<file path="config.mk">
export PLATFORM = sky130hd
export DESIGN_NAME = if_stage
export DESIGN_NICKNAME = d
export VERILOG_FILES = /design/src/rtl/mips_pkg.sv /design/src/rtl/imem_rom.sv /design/src/rtl/if_stage.sv
export SDC_FILE = /design/constraint.sdc
export NUM_CORES = 1
export LEC_CHECK = 0
export BUFFER_PORTS_ARGS = -buffer_cell sky130_fd_sc_hd__buf_2
export CAP_MARGIN = 0
export CORE_MARGIN = 2
export CORE_UTILIZATION = 50
export DETAILED_ROUTE_END_ITERATION = 7
export HOLD_SLACK_MARGIN = 0.03
export PLACE_DENSITY = 0.76
export SLEW_MARGIN = 20
export SYNTH_ARGS = -nofsm -noshare
export SYNTH_HDL_FRONTEND = slang
export SYNTH_HIERARCHICAL = 1
export SYNTH_SLANG_ARGS = --single-unit
</file>
<file path="constraint.sdc">
create_clock -name clk -period 9.5 [get_ports clk]
set_clock_uncertainty 0.2 [all_clocks]
set_input_delay 0 -clock clk [delete_from_list [all_inputs] [get_ports clk]]
set_output_delay 0 -clock clk [all_outputs]
set_load 0.01 [all_outputs]
</file>
<file path="src/rtl/mips_pkg.sv">
// Shared MIPS pipeline constants and types used by fetch now and decode later.
package mips_pkg;

  localparam int          INSTR_W          = 32;
  localparam logic [31:0] NOP_INSTR        = 32'h0000_0000;
  localparam logic [31:0] RESET_PC_DEFAULT = 32'h0000_0000;
  localparam logic [31:0] PC_STEP          = 32'd4;

  // Primary opcode field values (instr[31:26]).
  localparam logic [5:0] OP_RTYPE = 6'h00;
  localparam logic [5:0] OP_J     = 6'h02;
  localparam logic [5:0] OP_JAL   = 6'h03;
  localparam logic [5:0] OP_BEQ   = 6'h04;
  localparam logic [5:0] OP_BNE   = 6'h05;
  localparam logic [5:0] OP_ADDI  = 6'h08;
  localparam logic [5:0] OP_LUI   = 6'h0F;
  localparam logic [5:0] OP_LW    = 6'h23;
  localparam logic [5:0] OP_SW    = 6'h2B;

  typedef struct packed {
    logic [INSTR_W-1:0] instr;
    logic [31:0]        pc4;
    logic               valid;
  } ifid_t;

  function automatic logic is_word_aligned(input logic [31:0] addr);
    return addr[1:0] == 2'b00;
  endfunction

endpackage

</file>
<file path="src/rtl/imem_rom.sv">
// Word-addressed instruction ROM with combinational read; out-of-range addresses read as NOP.
module imem_rom
  import mips_pkg::*;
#(
  parameter int IMEM_DEPTH = 64
) (
  input  logic [29:0]        word_addr,
  output logic [INSTR_W-1:0] instr,
  output logic               in_range
);

  localparam int AW = $clog2(IMEM_DEPTH);

  // Small demo program at the start; the remaining words are distinct LUI r1, idx.
  function automatic logic [INSTR_W-1:0] init_word(input int idx);
    case (idx)
      0:       return 32'h2001_0005;
      1:       return 32'h0022_1820;
      2:       return 32'hAC03_0004;
      3:       return 32'h8C04_0004;
      default: return {OP_LUI, 5'd0, 5'd1, 16'(idx)};
    endcase
  endfunction

  logic [INSTR_W-1:0] rom [IMEM_DEPTH];

  for (genvar gi = 0; gi < IMEM_DEPTH; gi++) begin : g_rom
    assign rom[gi] = init_word(gi);
  end

  always_comb begin
    in_range = (word_addr < 30'(IMEM_DEPTH));
    instr    = in_range ? rom[word_addr[AW-1:0]] : NOP_INSTR;
  end

endmodule

</file>
<file path="src/rtl/if_stage.sv">
// MIPS instruction-fetch stage: PC register, IF/ID register, sticky fetch error and fetch counter.
module if_stage
  import mips_pkg::*;
#(
  parameter int          IMEM_DEPTH = 64,
  parameter logic [31:0] RESET_PC   = RESET_PC_DEFAULT
) (
  input  logic               clk,
  input  logic               rst,
  input  logic               stall,
  input  logic               redirect,
  input  logic [31:0]        redirect_pc,
  output logic [31:0]        pc,
  output logic [INSTR_W-1:0] ifid_out,
  output logic [31:0]        ifid_pc4,
  output logic               ifid_valid,
  output logic               fetch_err,
  output logic [31:0]        fetch_count
);

  logic [31:0]        pc_q, pc_d;
  ifid_t              ifid_q, ifid_d;
  logic               fetch_err_q, fetch_err_d;
  logic [31:0]        fetch_count_q, fetch_count_d;

  logic [INSTR_W-1:0] rom_instr;
  logic               rom_in_range;
  logic [31:0]        pc_plus4;

  imem_rom #(
    .IMEM_DEPTH (IMEM_DEPTH)
  ) u_imem (
    .word_addr (pc_q[31:2]),
    .instr     (rom_instr),
    .in_range  (rom_in_range)
  );

  assign pc_plus4 = pc_q + PC_STEP;

  always_comb begin
    pc_d          = pc_q;
    ifid_d        = ifid_q;
    fetch_err_d   = fetch_err_q;
    fetch_count_d = fetch_count_q;

    if (redirect) begin
      // Redirect wins over stall; ifid_pc4 is intentionally left untouched.
      pc_d         = {redirect_pc[31:2], 2'b00};
      ifid_d.instr = NOP_INSTR;
      ifid_d.valid = 1'b0;
      if (!is_word_aligned(redirect_pc)) begin
        fetch_err_d = 1'b1;
      end
    end else if (!stall) begin
      pc_d         = pc_plus4;
      ifid_d.instr = rom_instr;
      ifid_d.pc4   = pc_plus4;
      ifid_d.valid = rom_in_range;
      if (rom_in_range) begin
        fetch_count_d = fetch_count_q + 32'd1;
      end else begin
        fetch_err_d = 1'b1;
      end
    end
  end

  always_ff @(posedge clk or posedge rst) begin
    if (rst) begin
      pc_q          <= RESET_PC;
      ifid_q        <= '{instr: NOP_INSTR, pc4: 32'd0, valid: 1'b0};
      fetch_err_q   <= 1'b0;
      fetch_count_q <= 32'd0;
    end else begin
      pc_q          <= pc_d;
      ifid_q        <= ifid_d;
      fetch_err_q   <= fetch_err_d;
      fetch_count_q <= fetch_count_d;
    end
  end

  assign pc          = pc_q;
  assign ifid_out    = ifid_q.instr;
  assign ifid_pc4    = ifid_q.pc4;
  assign ifid_valid  = ifid_q.valid;
  assign fetch_err   = fetch_err_q;
  assign fetch_count = fetch_count_q;

endmodule

</file>
== Word level (Yosys, flattened, before mapping) ==
Memory sizes are Yosys's and may differ from the RTL's.
Index checks and enable logic that the tools add are counted.
Widths: inputs -> output; s select.
Word-level totals
  register bits after elaboration: 130
  memory bits (read-only): 2048
  logic and storage cells: 33
  memories kept: 1
Memory list
  (name not given): words 64, width 32, read ports 1, clocked after memory_dff 0, wr ports 0, RTL line imem_rom.sv:33  | instr = in_range ? rom[word_addr[AW-1:0]] : NOP_INSTR;
Cells by class
  add/subtract/negate cells: 2
  magnitude comparators: 2
  eq/ne operators: 3
  mux-type cells: 12
  bitwise operators: 3
  reductions and logical operators: 4
Operators with widths (count)
  $mux 32: 6
  $mux 65: 1
  $add 32x1->32 const B: 1
  $add 32x3->32 const B: 1
  $lt 30x7->1 const B: 1
  $ge 7x7->1 const B: 1
  $not 6->7: 1
  $reduce_and 3->1: 2
  $mux 1: 5
  $ne 2x2->1 const B: 2
  $logic_not 2->1: 1
  $ne 2x1->1 const B: 1
  $not 1->1: 2
  $reduce_and 2->1: 1

== Longest topological paths before layout ==
Gate-level depths: netlist (run 1).
  depth after elaboration: 7
  mapped depth: 8
  depth with buffers taken out: 7

== Modules after synthesis ==
Netlist (run 1), hierarchy kept.
By module, submodules not included
  if_stage: times used 1, cells an instance 638, area an instance 6234.7 µm², seq. area each 3153.0 µm²
  imem_rom: times used 1, cells an instance 62, area an instance 406.6 µm², seq. area each 0.0 µm²

== Worst setup path after synthesis (run 1) ==
OpenSTA, ideal clock, no wires.
  path type: reg-to-reg
  from: register pc_q[27], in the netlist pc[27]
  to: register fetch_count_q[16], in the netlist fetch_count[16]
  setup time: 0.079 ns
  data arrival time: 2.772 ns
  path slack: 6.449 ns
  stages on the path, launching flop included: 9
  path buffers: 1
  period minus slack after synthesis: 3.051 ns
  cells stage by stage: dfrtp_1 > nor4_1 > nand4_1 > buf_6 > nor2_1 > or3b_2 > or4_1 > nor2b_1 > xor2_1
On the way
  word-level cells in the longest chain between the ends: 2
RTL lines
  from (decl): RTL line if_stage.sv:21  | logic [31:0] pc_q, pc_d;
  from (signal assigned): RTL line if_stage.sv:74  | pc_q <= pc_d;
  $lt 30x7->1: RTL line imem_rom.sv:32  | in_range = (word_addr < 30'(IMEM_DEPTH));
  via rom_in_range: RTL line if_stage.sv:27  | logic rom_in_range;
  $reduce_and 3->1 (no source line)
  to (signal assigned): RTL line if_stage.sv:77  | fetch_count_q <= fetch_count_d;
  to (decl): RTL line if_stage.sv:24  | logic [31:0] fetch_count_q, fetch_count_d;
The timed path passes the listed nets, and every way through them passes these cells.
A chain may end at the register's enable or synchronous reset.

== Final worst setup path (run 1) ==
Same ends and word-level chain as after synthesis.

==> qor.yml, run 1 <==
setup_path:
  crit_buf_inv: 0
  endpoint_kind: "flip-flop"
  critical_path_class: "flip-flop to flip-flop"
  critPathMaxStageDelay_ns: 0.65
  critPathLaunch: "pc[27]"
  crit_slowest_cell: "or4_1"
  crit_chain: "nor4_1 -> nand4_1 -> nor2_1 -> or3b_2 -> or4_1 -> nor2b_1 -> xor2_1"
  crit_path_max_fanout: 14
  startpoint_type: "flip-flop"
  cp_top_family: "simple AND/OR/NAND/NOR gates"
  cp.required_ns: 9.63
  arrival_ns: 4.04
  worstReg2RegStart: "pc[27]"
global_route:
  grtUsageTotal_pct: 25.2
  grt_first_pass_wirelength_um: 28300
  antenna_found_initial: 0
  grt_max_degree: 83
  grt_overflow: 0
  grt_pass1_vias: 5572
floorplan:
  coreArea_um2: 13100
  boundaryPins: 166
  die_area_um2: 14200
  die_w_um: 119
  fp.dieH_um: 119
  initial_core_util_pct: 50.8
  row_count: 42
logic_synthesis:
  yosysWarnings: 6
  ys_types: 49
  async_reset_ff_share_pct: 100
  synth-seq-area-share_pct: 47.5
  synth-edff-count: 0
  synthCells: 700
  syn-cell-area_um2: 6640
  yosysTopAreaCell: "dfrtp_1"
  synth.avg_cell_area_um2: 9.49
  synth.most_common_cell: "dfrtp_1"
  synth-seq-cells: 126
  netlist_top_cells_count: "dfrtp_1, nor2_1, nand2_1, clkbuf_1"
  synth_top_cell_area_share_pct: 47.5
  synth_area_leaders: "dfrtp_1, mux2i_1, nor2_1"
  synth_top_flop_cell: "dfrtp_1"
clocking:
  numCtsBuffers: 17
  tritoncts: "built"
  worstSkewPairLatency_ns: 0.41
  htree_levels: 4
  path_clk_slew_ns: 0.06
  clockBufferDepth: 2
  cts.sinks: 126
  post_cts_buffers: 0
  cts-root-buf: "clkbuf_16"
final_layout:
  multiInputGateArea_um2: 3130
  finalInstanceArea_um2: 8390
  final_nets: 907
  num_antenna_cells: 0
  layout-drive-gt1-share_pct: 23.9
  final_cells: 1055
  final-seq-area_um2: 3150
  syn_to_final_growth_pct: 26.4
  num-fill-cells: 1062
sta:
  finalSetupViolations: 0
  relSlewSlack_pct: 37.8
  hold_viol_final: 0
  tns_ns: 0
  fmax_mhz: 256
  fin_crit_sh_pct: 41.1
  worstMarginPinSlew_ns: 0.934
  rsz0062_at_grt: "no"
  slew_viol_final: 0
  period_needed_ns: 3.91
drt:
  via_per_inst: 5.53
  drtIter0Drc: 441
  ant_nets: 0
  wl_per_cell_um: 16.4
  routed_wl_um: 17300
  firstDrtPassIters: 5
  drc: 0
  vias: 5834
place:
  placed_area_um2: 7400
  gp_congestion: 0.878
  dp_hpwl_um: 11400
  portBuffers: 161
  dp.cells: 990
status:
  status: "finished clean"
power_and_ir_drop:
  p_leak_nw: 3.94
  p_total_mw: 1.54
  power_density_nw_per_um2: 184
  vdd_drop_max_mv: 0.147
hold_path:
  worstHoldPathType: "input port to flip-flop"
  holdCritStartpoint: "redirect"
run:
  drv_cap: 0
worst min-delay path: stages:
cell,delay (ns)
buf_2,0.09
buf_4,0.33
nand2_1,0.13
o21ai_0,0.06
timing repair:
item                                    in CTS  in global routing
endpoints found under the setup margin       0                  0
gates resized for setup                      0                  0
hold buffers                                33                  0
hold endpoints to repair                    97                  0
worst paths after layout:
kind | end | slack (ns) | cells past startpoint
setup / recovery | fetch_count[16] | 5.59 | 7
hold / removal | pc[12] | 0.08 | 4
setup reg to reg | fetch_count[16] | 5.59 | 7
hold reg to reg | fetch_count[31] | 0.26 | 1
max in group asynchronous | pc[26] | 7.72 | 4
min in group asynchronous | ifid_out[13] | 0.12 | 3
where the power goes:
| group | switching (mW) | internal, mW |
|---|---|---|
| Combinational | 0.109 | 0.0791 |
| Sequential | 0.0457 | 0.573 |
| Clock | 0.244 | 0.491 |
| Total | 0.399 | 1.14 |
placed cells by master (no fill, tap or decap), types with 23 or more instances in the layout:
cell and n:
buf_2 161, o21ai_0 35, nand3_1 31, mux2i_1 35, xnor2_1 32, dlygate4sd3_1 33
dfrtp_1 126, nor3_1 27, or4_1 23, xor2_1 23, nand2_1 65, nor2_1 76
layout make-up:
| class | count | area share [%] |
|---|---|---|
| Sequential cell | 126 | 37.6 |
| Multi-Input combinational cell | 508 | 37.3 |
| Timing Repair Buffer | 198 | 13.9 |
| Clock buffer | 17 | 5.07 |
| Clock inverter | 15 | 2.89 |
| Tap cell | 176 | 2.62 |
| Inverter | 15 | 0.701 |
stage by stage:
stage	util (%)	hold WS, ns	worst slack (ns)
2_1_floorplan	-	-0.0801	5.94
3_3_place_gp	56.5	0.00830	5.80
3_5_place_dp	56.5	0.00961	5.69
4_1_cts	64.2	0.0800	5.65
5_1_grt	64.2	0.141	5.44
6_report	64.2	0.0816	5.59
flip-flops by register name, indices dropped and copies added, names as in the netlist:
signal	cells
ifid_pc4	30
fetch_err	1
ifid_valid	1
ifid_out	32
pc	30
fetch_count	32
logic make-up after synthesis:
family	count (synthesis)	synth area share, %
compound gates	90	8.50
xor+xnor	55	7.25
fa+ha+maj	5	0.942
buf+inv	83	6.42
flops	126	47.5
mux	36	5.44
other cells	2	0.113
simple gates	303	23.9
layer usage:
layer / wire, um / up-vias / track usage (%)
li1: - / 2784 / -
met1: 7680 / 2803 / 33.7
met2: 7970 / 207 / 38.9
met3: 1160 / 40 / 6.90
met4: 520 / 0 / 9.82
met5: 0 / - / 0
(Power assumes the default switching activity.)
==> run 2: changes to the inputs <==
CORE_UTILIZATION = 49   (was 50)
PLACE_DENSITY = 0.77   (was 0.76)
clock period = 3.3 ns   (was 9.5 ns; I/O delays follow)
==> qor.yml, run 2 (synthesis results as in run 1) <==
clocking:
  post_cts_buffers: 0  # unchanged
  cts.sinks: 126  # unchanged
  clockBufferDepth: 2  # unchanged
  numCtsBuffers: 17  # unchanged
  cts_resized: 0  # unchanged
  tritoncts: "built"
  cts_hold_buf: 63  # +91%
  cts-root-buf: "clkbuf_16"
  htree_levels: 4  # unchanged
  worstSkewPairLatency_ns: 0.41  # about the same
  path_clk_slew_ns: 0.06  # about the same
power_and_ir_drop:
  p_comb_share_pct: 16.1  # +3.9 points
  power_density_nw_per_um2: 470  # +160%
  swShare_pct: 26.9  # +1.0 points
  p_total_mw: 4.12  # +170%
  seqPwrFrac_pct: 42.2  # +2.1 points
  p_clk_share_pct: 41.7  # -6.0 points
  p_int_mw: 3.01  # +160%
  p_leak_nw: 4.11  # +4.4%
  vdd_drop_max_mv: 0.267  # +81%
  netSwitchingPower_mw: 1.11  # +180%
drt:
  wl_per_cell_um: 16.5  # +0.38%
  vias: 6069  # +4.0%
  drtIter0Drc: 563  # +28%
  drc: 0  # unchanged
  routed_wl_um: 18200  # +5.2%
  ant_nets: 0  # unchanged
  via_per_inst: 5.49  # -0.77%
  firstDrtPassIters: 4  # -1
sta:
  hold_viol_final: 0  # unchanged
  period_needed_ns: 2.98  # -0.930 ns
  finalSetupViolations: 0  # unchanged
  worstMarginPinSlew_ns: 0.838  # -0.0961 ns
  tns_ns: 0  # unchanged
  whs_ns: 0.0986  # +0.0170 ns
  slew_viol_final: 0  # unchanged
  fin_crit_sh_pct: 90.2  # +49 points
  relSlewSlack_pct: 44.0  # +6.3 points
  fmax_mhz: 336  # +31%
  rsz0062_at_grt: "no"
global_route:
  use_met2_pct: 41.0  # +2.1 points
  grt_overflow: 0  # unchanged
  top_usage_layer: "met2"
  antenna_found_initial: 0  # unchanged
  grt_first_pass_wirelength_um: 29800  # +5.0%
  grt_pass1_vias: 5851  # +5.0%
  grtUsageTotal_pct: 26.0  # +0.84 points
  grtUsageMet3_pct: 5.71  # -1.2 points
  grt_max_degree: 66  # -20%
  grt.met1_usage_pct: 34.4  # +0.73 points
status:
  status: "finished clean"
final_layout:
  layout-drive-gt1-share_pct: 24.6  # +0.73 points
  final_nets: 961  # +6.0%
  num-fill-cells: 1115  # +5.0%
  final_cell_mix: "buf_2, dfrtp_1, nor2_1"
  finalInstanceArea_um2: 8760  # +4.4%
  utilization_pct: 66.1  # +2.0 points
  final_common_cell: "buf_2"
  num_antenna_cells: 0  # unchanged
  syn_to_final_growth_pct: 31.9
setup_path:
  arrival_ns: 3.11  # -0.93 ns
  crit_path_max_fanout: 7  # -7
  worstReg2RegStart: "pc[25]"
  rr_worst_depth: 7  # unchanged
  crit_chain: "nor4_1 -> nand4_1 -> nor2_1 -> or3b_2 -> or4_1 -> nor2b_1 -> xor2_1"
  crit_slowest_cell: "or4_1"
  critPathMaxStageDelay_ns: 0.64  # about the same
  critPathLaunch: "pc[25]"
  reg2reg_slack_ns: 0.32  # -5.27 ns
  startpoint_type: "flip-flop"
  r2r_end: "fetch_count[16]"
  endpoint_kind: "flip-flop"
  crit_path_end: "fetch_count[16]"
  cp.required_ns: 3.43  # -6.20 ns
  critical_path_class: "flip-flop to flip-flop"
place:
  portBuffers: 161  # unchanged
  gp_congestion: 0.872  # -0.69%
  dp_hpwl_um: 12400  # +8.2%
  placed_area_um2: 7590  # +2.6%
floorplan:
  coreArea_um2: 13200  # +1.2%
  die_w_um: 120  # +0.98%
  initial_core_util_pct: 50.2  # -0.60 points
  boundaryPins: 166  # unchanged
  die_area_um2: 14500  # +2.0%
  fp.dieH_um: 120  # +0.98%
  row_count: 42  # unchanged
run:
  drv_cap: 0  # unchanged
hold_path:
  worstHoldPathType: "input port to async pin"
run 2: power groups by stage:
| stage | logic [mW] | clock network, mW | registers [mW] |
|---|---|---|---|
| after detailed placement | 0.592 | 0 | 1.76 |
| after global routing | 0.731 | 1.83 | 1.75 |
| after floorplan | 0.292 | 0 | 1.82 |
| final | 0.662 | 1.72 | 1.74 |
| after CTS | 0.659 | 1.75 | 1.74 |
| after global placement | 0.585 | 0 | 1.76 |
run 2: through the flow:
step / instances / worst slack, ns
floorplan: 717 / 0.249
global placement: 1014 / 0.401
detailed placement: 1014 / 0.344
CTS: 1106 / 0.323
global route: 1106 / 0.0154
finish: 1106 / 0.322
run 2: layout make-up:
cell class                      count  area, um2  share of cell area (%)
Timing Repair Buffer              252       1660                    18.9
Sequential cell                   126       3150                    36.0
Tap cell                          176        220                    2.51
Clock buffer                       22        474                    5.41
Multi-Input combinational cell    508       3130                    35.7
Inverter                           15       60.1                   0.686
Clock inverter                      7       65.1                   0.743
run 2: how the worst min path moves through the flow:
stage / to / slack (ns) / cells after the start
6_report: pc[30] / 0.1 / 3
5_1_grt: pc[30] / 0.17 / 3
4_1_cts: pc[26] / 0.11 / 3
3_5_place_dp: ifid_pc4[24] / 0.01 / 2
3_3_place_gp: pc[30] / 0.002 / 2
2_1_floorplan: pc[14] / -0.08 / 2
run 2: per-layer routing:
layer | up-vias | wire length, um
li1 | 2896 | -
met1 | 2881 | 7920
met2 | 246 | 8560
met3 | 46 | 1150
met4 | 0 | 613
met5 | - | 0
run 2: worst max-delay path, delay by kind of cell, from the launching register on:
family        cells  cell delay, ns
flops             1            0.44
xor+xnor          1            0.16
simple gates      6            2.12
